## config.mk

```make
export PLATFORM = sky130hd
export DESIGN_NAME = spi_xfer_scheduler_flat
export DESIGN_NICKNAME = d
export VERILOG_FILES = /design/src/rtl/spi_xfer_scheduler_if.sv /design/src/rtl/spi_xfer_scheduler.sv /design/src/flat_wrapper.sv
export SDC_FILE = /design/constraint.sdc
export NUM_CORES = 1
export LEC_CHECK = 0
export ABC_AREA = 1
export CORE_ASPECT_RATIO = 1.25
export CORE_MARGIN = 2
export CORE_UTILIZATION = 50
export CTS_BUF_LIST = sky130_fd_sc_hd__clkbuf_4 sky130_fd_sc_hd__clkbuf_8 sky130_fd_sc_hd__clkbuf_16
export CTS_CLUSTER_DIAMETER = 150
export DETAILED_ROUTE_END_ITERATION = 16
export PLACE_DENSITY = 0.75
export SLEW_MARGIN = 10
export SYNTH_ARGS = -nofsm -noshare
export SYNTH_HDL_FRONTEND = slang
export SYNTH_SLANG_ARGS = --single-unit
```

## constraint.sdc

```tcl
create_clock -name pclk -period 2.2 [get_ports pclk]
set_input_delay 0.66 -clock pclk [delete_from_list [all_inputs] [get_ports pclk]]
set_output_delay 0.66 -clock pclk [all_outputs]
set_load 0.01 [all_outputs]
```

## src/rtl/spi_xfer_scheduler_if.sv

```systemverilog
// Request/grant bundle between the APB-side channel logic and the SPI transfer scheduler.
// The master modport is the scheduler side. The slave modport is the requester/datapath side.
interface spi_xfer_scheduler_if #(
  parameter int unsigned NUM_REQ = 4,
  parameter int unsigned ID_W    = 2
);
  logic               mstr_i;
  logic               spiswai_i;
  logic [NUM_REQ-1:0] req_i;
  logic               tip_i;
  logic [NUM_REQ-1:0] gnt_o;
  logic [ID_W-1:0]    gnt_id_o;
  logic               send_data_o;
  logic               busy_o;
  logic               done_o;
  logic               err_o;

  modport master (
    input  mstr_i, spiswai_i, req_i, tip_i,
    output gnt_o, gnt_id_o, send_data_o, busy_o, done_o, err_o
  );

  modport slave (
    output mstr_i, spiswai_i, req_i, tip_i,
    input  gnt_o, gnt_id_o, send_data_o, busy_o, done_o, err_o
  );
endinterface

```

## src/rtl/spi_xfer_scheduler.sv

```systemverilog
// Round-robin scheduler sharing one SPI shifter/slave-select path between NUM_REQ requesters.
// It launches a transfer, tracks tip, enforces an idle gap and aborts when tip never rises.
module spi_xfer_scheduler #(
  parameter int unsigned NUM_REQ     = 4,
  parameter int unsigned ID_W        = 2,
  parameter int unsigned GAP_CYCLES  = 2,
  parameter int unsigned TIP_TIMEOUT = 16
) (
  input logic                  pclk,
  input logic                  preset,
  spi_xfer_scheduler_if.master bus
);

  localparam int unsigned TMO_W = (TIP_TIMEOUT > 2) ? $clog2(TIP_TIMEOUT) : 1;
  localparam int unsigned GAP_W = (GAP_CYCLES > 1) ? $clog2(GAP_CYCLES) : 1;

  typedef enum logic [2:0] {
    IDLE     = 3'd0,
    LAUNCH   = 3'd1,
    WAIT_TIP = 3'd2,
    ACTIVE   = 3'd3,
    GAP      = 3'd4
  } state_e;

  state_e             state_q, state_d;
  logic [NUM_REQ-1:0] gnt_q, gnt_d;
  logic [ID_W-1:0]    gnt_id_q, gnt_id_d;
  logic               send_q, send_d;
  logic               busy_q, busy_d;
  logic               done_q, done_d;
  logic               err_q, err_d;
  logic [ID_W-1:0]    ptr_q, ptr_d;
  logic [TMO_W-1:0]   tmo_q, tmo_d;
  logic [GAP_W-1:0]   gap_q, gap_d;

  logic [ID_W-1:0]    winner;
  logic               found;
  logic [ID_W-1:0]    ptr_next;

  // Round-robin search: first set request at ptr, ptr+1, ... wrapping at NUM_REQ-1.
  always_comb begin
    logic [ID_W-1:0] idx;
    winner = '0;
    found  = 1'b0;
    idx    = '0;
    for (int i = 0; i < int'(NUM_REQ); i++) begin
      idx = ID_W'((int'(ptr_q) + i) % int'(NUM_REQ));
      if (!found && bus.req_i[idx]) begin
        winner = idx;
        found  = 1'b1;
      end
    end
  end

  assign ptr_next = (gnt_id_q == ID_W'(NUM_REQ - 1)) ? '0 : gnt_id_q + ID_W'(1);

  always_comb begin
    state_d  = state_q;
    gnt_d    = gnt_q;
    gnt_id_d = gnt_id_q;
    send_d   = 1'b0;
    busy_d   = busy_q;
    done_d   = 1'b0;
    err_d    = 1'b0;
    ptr_d    = ptr_q;
    tmo_d    = tmo_q;
    gap_d    = gap_q;

    case (state_q)
      IDLE: begin
        if (bus.mstr_i && !bus.spiswai_i && found) begin
          state_d  = LAUNCH;
          gnt_d    = NUM_REQ'(1) << winner;
          gnt_id_d = winner;
          busy_d   = 1'b1;
          send_d   = 1'b1;
        end
      end

      LAUNCH: begin
        state_d = WAIT_TIP;
        tmo_d   = '0;
      end

      // tip wins over the terminal count when both happen on the same cycle.
      WAIT_TIP: begin
        if (bus.tip_i) begin
          state_d = ACTIVE;
        end else if (tmo_q == TMO_W'(TIP_TIMEOUT - 2)) begin
          state_d = GAP;
          done_d  = 1'b1;
          err_d   = 1'b1;
          gnt_d   = '0;
          ptr_d   = ptr_next;
          gap_d   = '0;
        end else begin
          tmo_d = tmo_q + TMO_W'(1);
        end
      end

      ACTIVE: begin
        if (!bus.tip_i) begin
          state_d = GAP;
          done_d  = 1'b1;
          gnt_d   = '0;
          ptr_d   = ptr_next;
          gap_d   = '0;
        end
      end

      GAP: begin
        if (gap_q == GAP_W'(GAP_CYCLES - 1)) begin
          state_d = IDLE;
          busy_d  = 1'b0;
        end else begin
          gap_d = gap_q + GAP_W'(1);
        end
      end

      default: begin
        state_d = IDLE;
        gnt_d   = '0;
        busy_d  = 1'b0;
      end
    endcase
  end

  always_ff @(posedge pclk) begin
    if (preset) begin
      state_q  <= IDLE;
      gnt_q    <= '0;
      gnt_id_q <= '0;
      send_q   <= 1'b0;
      busy_q   <= 1'b0;
      done_q   <= 1'b0;
      err_q    <= 1'b0;
      ptr_q    <= '0;
      tmo_q    <= '0;
      gap_q    <= '0;
    end else begin
      state_q  <= state_d;
      gnt_q    <= gnt_d;
      gnt_id_q <= gnt_id_d;
      send_q   <= send_d;
      busy_q   <= busy_d;
      done_q   <= done_d;
      err_q    <= err_d;
      ptr_q    <= ptr_d;
      tmo_q    <= tmo_d;
      gap_q    <= gap_d;
    end
  end

  assign bus.gnt_o       = gnt_q;
  assign bus.gnt_id_o    = gnt_id_q;
  assign bus.send_data_o = send_q;
  assign bus.busy_o      = busy_q;
  assign bus.done_o      = done_q;
  assign bus.err_o       = err_q;

endmodule

```

## src/flat_wrapper.sv

```systemverilog
// flat-port wrapper written by rule: the top's interface ports become plain ports
module spi_xfer_scheduler_flat 
#(
  parameter int unsigned NUM_REQ     = 4,
  parameter int unsigned ID_W        = 2,
  parameter int unsigned GAP_CYCLES  = 2,
  parameter int unsigned TIP_TIMEOUT = 16
)
  (pclk, preset, bus_mstr_i, bus_spiswai_i, bus_req_i, bus_tip_i, bus_gnt_o, bus_gnt_id_o, bus_send_data_o, bus_busy_o, bus_done_o, bus_err_o);
  spi_xfer_scheduler_if #(.NUM_REQ(NUM_REQ), .ID_W(ID_W)) bus_i ();
  input logic pclk;
  input logic preset;
  input wire logic [$bits(bus_i.mstr_i)-1:0] bus_mstr_i;
  input wire logic [$bits(bus_i.spiswai_i)-1:0] bus_spiswai_i;
  input wire logic [$bits(bus_i.req_i)-1:0] bus_req_i;
  input wire logic [$bits(bus_i.tip_i)-1:0] bus_tip_i;
  output wire logic [$bits(bus_i.gnt_o)-1:0] bus_gnt_o;
  output wire logic [$bits(bus_i.gnt_id_o)-1:0] bus_gnt_id_o;
  output wire logic [$bits(bus_i.send_data_o)-1:0] bus_send_data_o;
  output wire logic [$bits(bus_i.busy_o)-1:0] bus_busy_o;
  output wire logic [$bits(bus_i.done_o)-1:0] bus_done_o;
  output wire logic [$bits(bus_i.err_o)-1:0] bus_err_o;
  assign bus_i.mstr_i = bus_mstr_i;
  assign bus_i.spiswai_i = bus_spiswai_i;
  assign bus_i.req_i = bus_req_i;
  assign bus_i.tip_i = bus_tip_i;
  assign bus_gnt_o = bus_i.gnt_o;
  assign bus_gnt_id_o = bus_i.gnt_id_o;
  assign bus_send_data_o = bus_i.send_data_o;
  assign bus_busy_o = bus_i.busy_o;
  assign bus_done_o = bus_i.done_o;
  assign bus_err_o = bus_i.err_o;
  spi_xfer_scheduler #(.NUM_REQ(NUM_REQ), .ID_W(ID_W), .GAP_CYCLES(GAP_CYCLES), .TIP_TIMEOUT(TIP_TIMEOUT)) u_core (.pclk(pclk), .preset(preset), .bus(bus_i));
endmodule
```

* Word-level counts from Yosys, hierarchy flattened
Index checks and enable logic that the tools add are counted.
** Storage, ports and cells
- Register bits :: 20
- Bits of input ports :: 9
** Cells by class
- Add/sub/neg operators :: 6
- $lt $le $gt $ge :: 4
- Equality and inequality tests :: 13
- Shift-type cells :: 1
- Mux-type cells :: 48
- Bitwise operators :: 4
- Reductions and logical operators :: 24
** Operators with widths (number)
- 2-to-1 mux 4 bit :: 6
- 2-to-1 mux 1 bit :: 18
- 2-to-1 mux 2 bit :: 8
- case mux 4 bit (4 select lines) :: 1
- 2-to-1 mux 3 bit :: 5
- case mux 3 bit (5 select lines) :: 1
- < comparator 2 x 3 -> 1 bit, second input constant :: 4
- AND reduction 4 bit :: 3
- binary-select mux 1 bit (select 2 bit) :: 4
- case mux 4 bit (2 select lines) :: 1
- equality test 3 x 2 -> 1 bit, second input constant :: 2
- inequality test 2 x 1 -> 1 bit, second input constant :: 3
- inequality test 2 bit, second input constant :: 3
- case mux 1 bit (3 select lines) :: 2
- AND reduction 3 bit :: 2
- OR reduction 2 bit :: 3
- logical AND 1 bit :: 5
- AND reduction 5 bit :: 1
- adder 2 x 1 -> 2 bit, second input constant :: 2
- adder 2 bit, second input constant :: 2
- adder 4 x 1 -> 4 bit, second input constant :: 1
- equality test 4 bit, second input constant :: 1
- logical NOT 1 bit :: 4
- inverter 1 bit :: 4
- 13 further kinds :: 14

* Depth between registers and ports, before layout
Gate-level depths: netlist of run 1.
- Depth after elaboration :: 15
- Depth in mapped cells :: 14
- Depth with buffers taken out :: 13

* Least setup slack after synthesis of run 1
No wires, ideal clock.
- Kind :: input-to-reg
- Start point :: in bus_req_i[3]
- End point :: reg u_core.gnt_id_q[0], in the netlist u_core.bus.gnt_id_o[0]
- Arrival time :: 1.502 ns
- Slack :: 0.578 ns
- Stages :: 10
- Path buffers :: 0
- Cells stage by stage :: inv_1 > nand2_1 > nand3_1 > nand2_2 > nor2_4 > nand3_4 > nand3_2 > nor2_2 > a21oi_1 > nor2_1
** On the way
- Longest elaborated chain between the ends :: 14
** RTL lines
- start, declared :: line flat_wrapper.sv:15 : input wire logic [$bits(bus_i.req_i)-1:0] bus_req_i;
- binary-select mux 1 bit (select 2 bit) :: line spi_xfer_scheduler.sv:48 : if (!found && bus.req_i[idx]) begin
- 2-to-1 mux 1 bit (implied by the code) :: line spi_xfer_scheduler.sv:48
- 2-to-1 mux 1 bit :: line spi_xfer_scheduler.sv:48
- logical NOT 1 bit :: line spi_xfer_scheduler.sv:48
- logical AND 1 bit :: line spi_xfer_scheduler.sv:48
- 2-to-1 mux 1 bit :: line spi_xfer_scheduler.sv:48
- logical NOT 1 bit :: line spi_xfer_scheduler.sv:48
- logical AND 1 bit :: line spi_xfer_scheduler.sv:48
- 2-to-1 mux 1 bit :: line spi_xfer_scheduler.sv:48
- logical NOT 1 bit :: line spi_xfer_scheduler.sv:48
- logical AND 1 bit :: line spi_xfer_scheduler.sv:48
- 2-to-1 mux 1 bit :: line spi_xfer_scheduler.sv:48
- logical AND 1 bit :: line spi_xfer_scheduler.sv:71 : if (bus.mstr_i && !bus.spiswai_i && found) begin
- AND reduction 2 bit (no source line)
- end signal, assigned :: line spi_xfer_scheduler.sv:143 : gnt_id_q <= gnt_id_d;
- end, declared :: line spi_xfer_scheduler.sv:27 : logic [ID_W-1:0] gnt_id_q, gnt_id_d;
Parallel ways exist; a longest one is shown, timed or not. The select of a mux whose other input is x is not followed.
A chain may end at the register's enable or synchronous reset.

* Worst setup path in the final report of run 1
- Start point :: reg u_core.gnt_id_q[0], in the netlist u_core.bus.gnt_id_o[0]
- End point :: out bus_gnt_id_o[0]
** RTL lines
- end, declared :: line flat_wrapper.sv:18 : output wire logic [$bits(bus_i.gnt_id_o)-1:0] bus_gnt_id_o;
No word-level cell between the ends.

==> metrics.txt, run 1 <==
outcome finished, final reports clean; Synth Instances 185; Die ar. 2990 um^2; Worst Path Max Fanout 4; non-filler cells in the finished layout between 200 and 250; path type of the worst setup path reg -> out; Yosys top cell by area dfxtp_1; Antenna Cells 0; Hold Vio Cnt, Final 0; Final Setup Violations 0; Tmin final slightly below 2000 ps; vias around 1,200; DRC 0; number of global-route vias before repair 1,168; syn avg cell area 6.93 um^2; met1 global-route usage a little over a fifth; Slowest-stage cell, CP clkdlybuf4s50_1; overall power 1.24 mW; Crit. End Element output port; routability cong. between 0.9 and 1; Critical R2R Capture u_core.bus.gnt_o[2]; Worst Path Required roughly 1500 ps; FF/Latch Area approximately 400 um^2; initial antenna violation count 0; DP Wirelength roughly 2100 um; Detail Route Antenna Nets 0; Filler cells around 240; fin util between 60% and 70%; Num CTS Buffers 3; I/O pin total 19; YS warnings 0; Setup Fix Bufs, Post-CTS 0; Max transition margin 66.2%; Initial Util a little over half; Clock transition at path regs about 100 ps; Via-to-Cell Ratio 5.04; maximum clock rate between 0.5 and 0.6 GHz; Top Usage Layer GRT met2; FF+latch count, synth 20; Nets between 200 and 250; leak pwr approximately 0.69 nW; total routed wirelength between 2000 and 3000 um; first-pass GRT wire length between 4000 and 5000 um; hold buffer count at cts 0; grt total ovfl 0; VDD IR max 0.000376 V; Int Power 0.705 mW; post-CTS resize count 0; Mapped Area between 1000 and 1500 um^2; Seq pwr share a little under two fifths; # H-tree levels 1; CP Launch Point u_core.bus.gnt_id_o[0]; critical path's top delay family buffers and inverters; Die W 49.3 um; MaxCap Viol Count 0; pwr/cell area a little over 800 nW/um^2; largest net degree at the start of global routing 12; CP endpoint bus_gnt_id_o[0]; layout cell share with drive strength beyond 1 between 20% and 30%; clk_lat worst skew just under 300 ps; GR met2 Demand/Resource between 30% and 40%; Synth area leaders dfxtp_1 31%, nand2_1 15%, nand2_2 6.3%, inv_1 5.3%, nor2_1 5.3%; max-slew violations 0; core area about 2400 um^2; buffers and inverters on the worst path 1; P_sw roughly 0.53 mW; Hold WS ~480 ps; Routed wire per std cell about 11 um; Clock power frac 13.2%; GR Layer Usage met3 less than 1%; cell chain of the critical path clkdlybuf4s50_1; combinational power share between 40% and 50%; skew final between 0.7 and 0.8 ps; hold crit path type reg -> reg; Tcrit/Tclk final approximately 90%; sequential share of the synthesized area roughly 31%; detailed router's first-iteration violation count 33; footprint of the multi-input gates between 700 and 800 um^2; cell count after placement 236; Net Count, Synth a little under 200; # rows 20; drt pass-1 iters 4; final setup margin roughly 260 ps; Reg2Reg Setup Slack 440 ps; post-synthesis cell type count 27; CTS tree yes; max incr delay on CP ~570 ps; Area growth syn-to-layout 18.9%; all-layer global routing usage about 20%; CTS Buffer Depth 2; Net Sw Frac between 40% and 50%; Reg2Reg Depth 12; port bufs 18; WP depth 1; Reg-to-Reg Start u_core.ptr_q[0]; root buf cell clkbuf_4; Worst Tran Pin Value between 500 and 600 ps; RSZ-0062 raised after global routing no; dpl ws -41.3 ps; clk sinks 20; crit path DAT between 1000 and 1500 ps; Die Y 60.6 um; CP startpoint kind flip-flop; share of the synthesized area in the top cell type a little under a third
[worst min path at each step]
stage / startpoint / end / slack, ps / cells past startpoint
3_5_place_dp: u_core.bus.gnt_o[3] / u_core.bus.gnt_o[3] / 470 / 2
5_1_grt: u_core.bus.gnt_o[0] / u_core.bus.gnt_o[0] / 500 / 2
6_report: u_core.bus.busy_o / u_core.bus.busy_o / 480 / 2
2_1_floorplan: u_core.gap_q / u_core.gap_q / 450 / 2
4_1_cts: u_core.bus.gnt_o[0] / u_core.bus.gnt_o[0] / 480 / 2
3_3_place_gp: u_core.bus.busy_o / u_core.bus.busy_o / 460 / 2
[cells by family (layout without fill, tap and decap cells)]
family | after synthesis | in the layout | synth area share, %
AO/OA/AOI/OAI | 23 | 23 | 11.0
AND/OR/NAND/NOR | 111 | 111 | 45.3
adder cells (fa/ha/maj) | 3 | 3 | 2.93
buffers and inverters | 28 | 49 | 9.47
flip-flops | 20 | 20 | 31.2
[stage by stage]
| stage | setup TNS [ps] | instance area, um^2 |
|---|---|---|
| final | 0 | 1520 |
| after floorplan | 0 | 1280 |
| after global placement | 0 | 1500 |
| after CTS | 0 | 1520 |
| after detailed placement | -183 | 1500 |
| after global routing | 0 | 1520 |
[final cells by class]
cell class,count,share of cell area [%]
inverter,26,6.90
sequential,20,26.3
multi-input combinational,137,49.8
timing repair buffer,20,12.8
clock buffer,3,1.48
tap,33,2.71
[flip-flops by register name (all words and copies together) (netlist names)]
register	cells
u_core.bus.gnt_o	4
u_core.tmo_q	4
u_core.state_q	3
u_core.bus.gnt_id_o	2
u_core.ptr_q	2
u_core.bus.busy_o	1
u_core.bus.done_o	1
u_core.bus.err_o	1
u_core.bus.send_data_o	1
u_core.gap_q	1
[cell usage in the layout (no fill, tap or decap)]
| cell type | instances |
|---|---|
| clkbuf_4 | 3 |
| nand2_2 | 13 |
| inv_2 | 7 |
| o21ai_0 | 5 |
| a21oi_2 | 4 |
| nor2_2 | 2 |
| inv_1 | 18 |
| nor2_4 | 1 |
| buf_4 | 2 |
| o21a_1 | 2 |
| nor4_1 | 1 |
| nand4_1 | 3 |
| o21ai_2 | 1 |
| nand3_2 | 4 |
| nand3_4 | 1 |
| nand2_1 | 50 |
| nor2_1 | 18 |
| nand2_4 | 5 |
| dfxtp_1 | 20 |
| a211oi_1 | 1 |
| nor2_8 | 1 |
| inv_8 | 1 |
| ha_1 | 3 |
| a21oi_1 | 10 |
| and3_1 | 1 |
| nor3_1 | 3 |
| nand3_1 | 8 |
| clkdlybuf4s50_1 | 18 |
[power by group through the flow]
| stage | logic, mW | registers, mW | clock network, mW |
|---|---|---|---|
| after floorplan | 0.465 | 0.471 | 0 |
| after detailed placement | 0.596 | 0.482 | 0 |
| after CTS | 0.598 | 0.474 | 0.172 |
| after global placement | 0.582 | 0.478 | 0 |
| after global routing | 0.680 | 0.482 | 0.182 |
| final | 0.599 | 0.474 | 0.163 |
[Yosys cell counts, drive strengths merged]
cell type / n
a211oi: 1
a21oi: 14
and3: 1
buf: 2
dfxtp: 20
ha: 3
inv: 26
nand2: 68
nand3: 13
nand4: 3
nor2: 22
nor3: 3
nor4: 1
o21a: 2
o21ai: 6
[per-layer routing]
metal	vias to the layer above	wire length, um
met5	-	0
li1	640	-
met2	28	1320
met4	0	80
met1	531	1110
met3	6	62
Note: power is estimated with default switching activity, not from simulation.
==> inputs of run 2 (changes only) <==
--- a/config.mk
+++ b/config.mk
@@ -13,6 +13,7 @@
 export CTS_CLUSTER_DIAMETER = 150
 export DETAILED_ROUTE_END_ITERATION = 16
 export PLACE_DENSITY = 0.75
+export SKIP_CTS_REPAIR_TIMING = 1
 export SLEW_MARGIN = 10
 export SYNTH_ARGS = -nofsm -noshare
 export SYNTH_HDL_FRONTEND = slang
==> results of run 2 <==
Final layout, timing and power as in run 1 (identical DEF).
==> inputs of run 3 (changes only) <==
==> constraint.sdc (replaced) <==
create_clock -name pclk -period 2.5 [get_ports pclk]
set_input_delay 0.75 -clock pclk [delete_from_list [all_inputs] [get_ports pclk]]
set_output_delay 0.75 -clock pclk [all_outputs]
set_load 0.01 [all_outputs]
==> metrics.txt, run 3 (synthesized netlist as in run 1, its figures left out) <==
cell chain of the critical path clkdlybuf4s50_1 -> inv_1 -> nand2_1 -> nand3_1 -> nand2_2 -> nor2_4 -> nand3_4 -> nand3_2 -> nor2_2 -> nand2_1 -> a21oi_2; non-filler cells in the finished layout around 240; Die ar. around 3000 um^2; Int Power just over 0.6 mW; all-layer global routing usage a little under a fifth; critical path's top delay family simple AND/OR/NAND/NOR gates; max incr delay on CP roughly 500 ps; outcome finished, final reports clean; path type of the worst setup path in -> reg; max-slew violations 0; pwr/cell area 716 nW/um^2; Worst Path Required about 2700 ps; number of global-route vias before repair between 1,000 and 1,500; P_sw around 0.47 mW; clk_lat worst skew about 290 ps; hold crit path type reg -> reg; maximum clock rate 0.485 GHz; Hold WS about 480 ps; skew final between 6 and 7 ps; Area growth syn-to-layout 18.4%; initial antenna violation count 0; combinational power share ~48%; Clock transition at path regs approximately 100 ps; Detail Route Antenna Nets 0; dpl ws around 130 ps; first-pass GRT wire length between 4000 and 5000 um; port bufs 18; Worst Tran Pin Value just under 500 ps; final setup margin between 400 and 500 ps; buffers and inverters on the worst path 2; I/O pin total 19; MaxCap Viol Count 0; layout cell share with drive strength beyond 1 between 20% and 30%; Seq pwr share approximately two fifths; CTS tree yes; CP Launch Point bus_req_i[1]; most frequent CP cell nand2_1; Clock power frac a little over an eighth; Die Y ~60 um; fin util between 60% and 70%; Max transition margin 67.5%; Via-to-Cell Ratio 5.05; crit path DAT approximately 2300 ps; Crit. End Element flip-flop; Num CTS Buffers 3; # H-tree levels 1; Final Setup Violations 0; Net Sw Frac a little over two fifths; routability cong. a little under 0.9; Initial Util a little over half; Die W slightly below 50 um; Tcrit/Tclk final between 80% and 90%; Worst Path Max Fanout 7; total negative slack 0 ps; cell count after placement roughly 240; Hold Vio Cnt, Final 0; Placed Area around 1500 um^2; largest net degree at the start of global routing 12; core area around 2400 um^2; Worst Hold Launch u_core.bus.busy_o; CP startpoint kind primary input; VDD IR max approximately 0.00034 V; vias 1,201; CTS Buffer Depth 2; Routed wire per std cell around 11 um; Antenna Cells 0; Reg-to-Reg Start u_core.ptr_q[0]; DRC 0; DP Wirelength between 2000 and 2500 um; detailed router's first-iteration violation count 28; Slowest-stage cell, CP clkdlybuf4s50_1; # rows 20; most frequent cells in the layout 50 x nand2_1, 20 x dfxtp_1, 18 x inv_1, 18 x nor2_1, 18 x clkdlybuf4s50_1; total routed wirelength approximately 2600 um; drt pass-1 iters 5; root buf cell clkbuf_4; Tmin final approximately 2100 ps; clk sinks 20; most common cell after layout, fill and taps aside nand2_1; overall power about 1.1 mW; leak pwr between 0.6 and 0.7 nW; RSZ-0062 raised after global routing no; grt total ovfl 0; Nets approximately 220; fin area between 1500 and 2000 um^2
[run 3: layout make-up]
type	instances	area (um^2)
inverters	26	105
well taps	33	41.3
fillers	234	911
repair buffers	19	188
clock buffers	3	22.5
multi-input cells	137	759
flip-flops and latches	20	400
[run 3: path summary, 6_finish.rpt]
check | cells after the start | end | slack (ps)
hold / removal | 2 | u_core.bus.busy_o | 480
setup / recovery | 11 | u_core.bus.gnt_o[3] | 440
setup reg to reg | 10 | u_core.bus.gnt_o[3] | 700
hold reg to reg | 2 | u_core.bus.busy_o | 480
[run 3: per-layer routing]
layer  up-vias  GRT usage (%)  part of all wire (%)
li1        628              -                     -
met1       546           19.5                    42
met2        21           35.9                    53
met3         6           1.23                   1.7
met4         0           11.8                   3.0
met5         -              0                     0
[run 3: power groups by stage]
stage               clock (mW)  combinational (mW)  sequential (mW)
finish                   0.146               0.523            0.416
CTS                      0.153               0.525            0.415
global route             0.166               0.598            0.422
floorplan                    0               0.409            0.414
detailed placement           0               0.520            0.423
global placement             0               0.508            0.420
[run 3: worst register-to-register path, cell delays in order (launching register included)]
cell and delay (ps):
dfxtp_1 640, nand2_1 180, nand2_4 140, nand2_4 60
nand2_4 60, nor2_4 40, nand3_4 60, nand3_2 150
nor2_2 190, nand2_1 90, a21oi_2 120
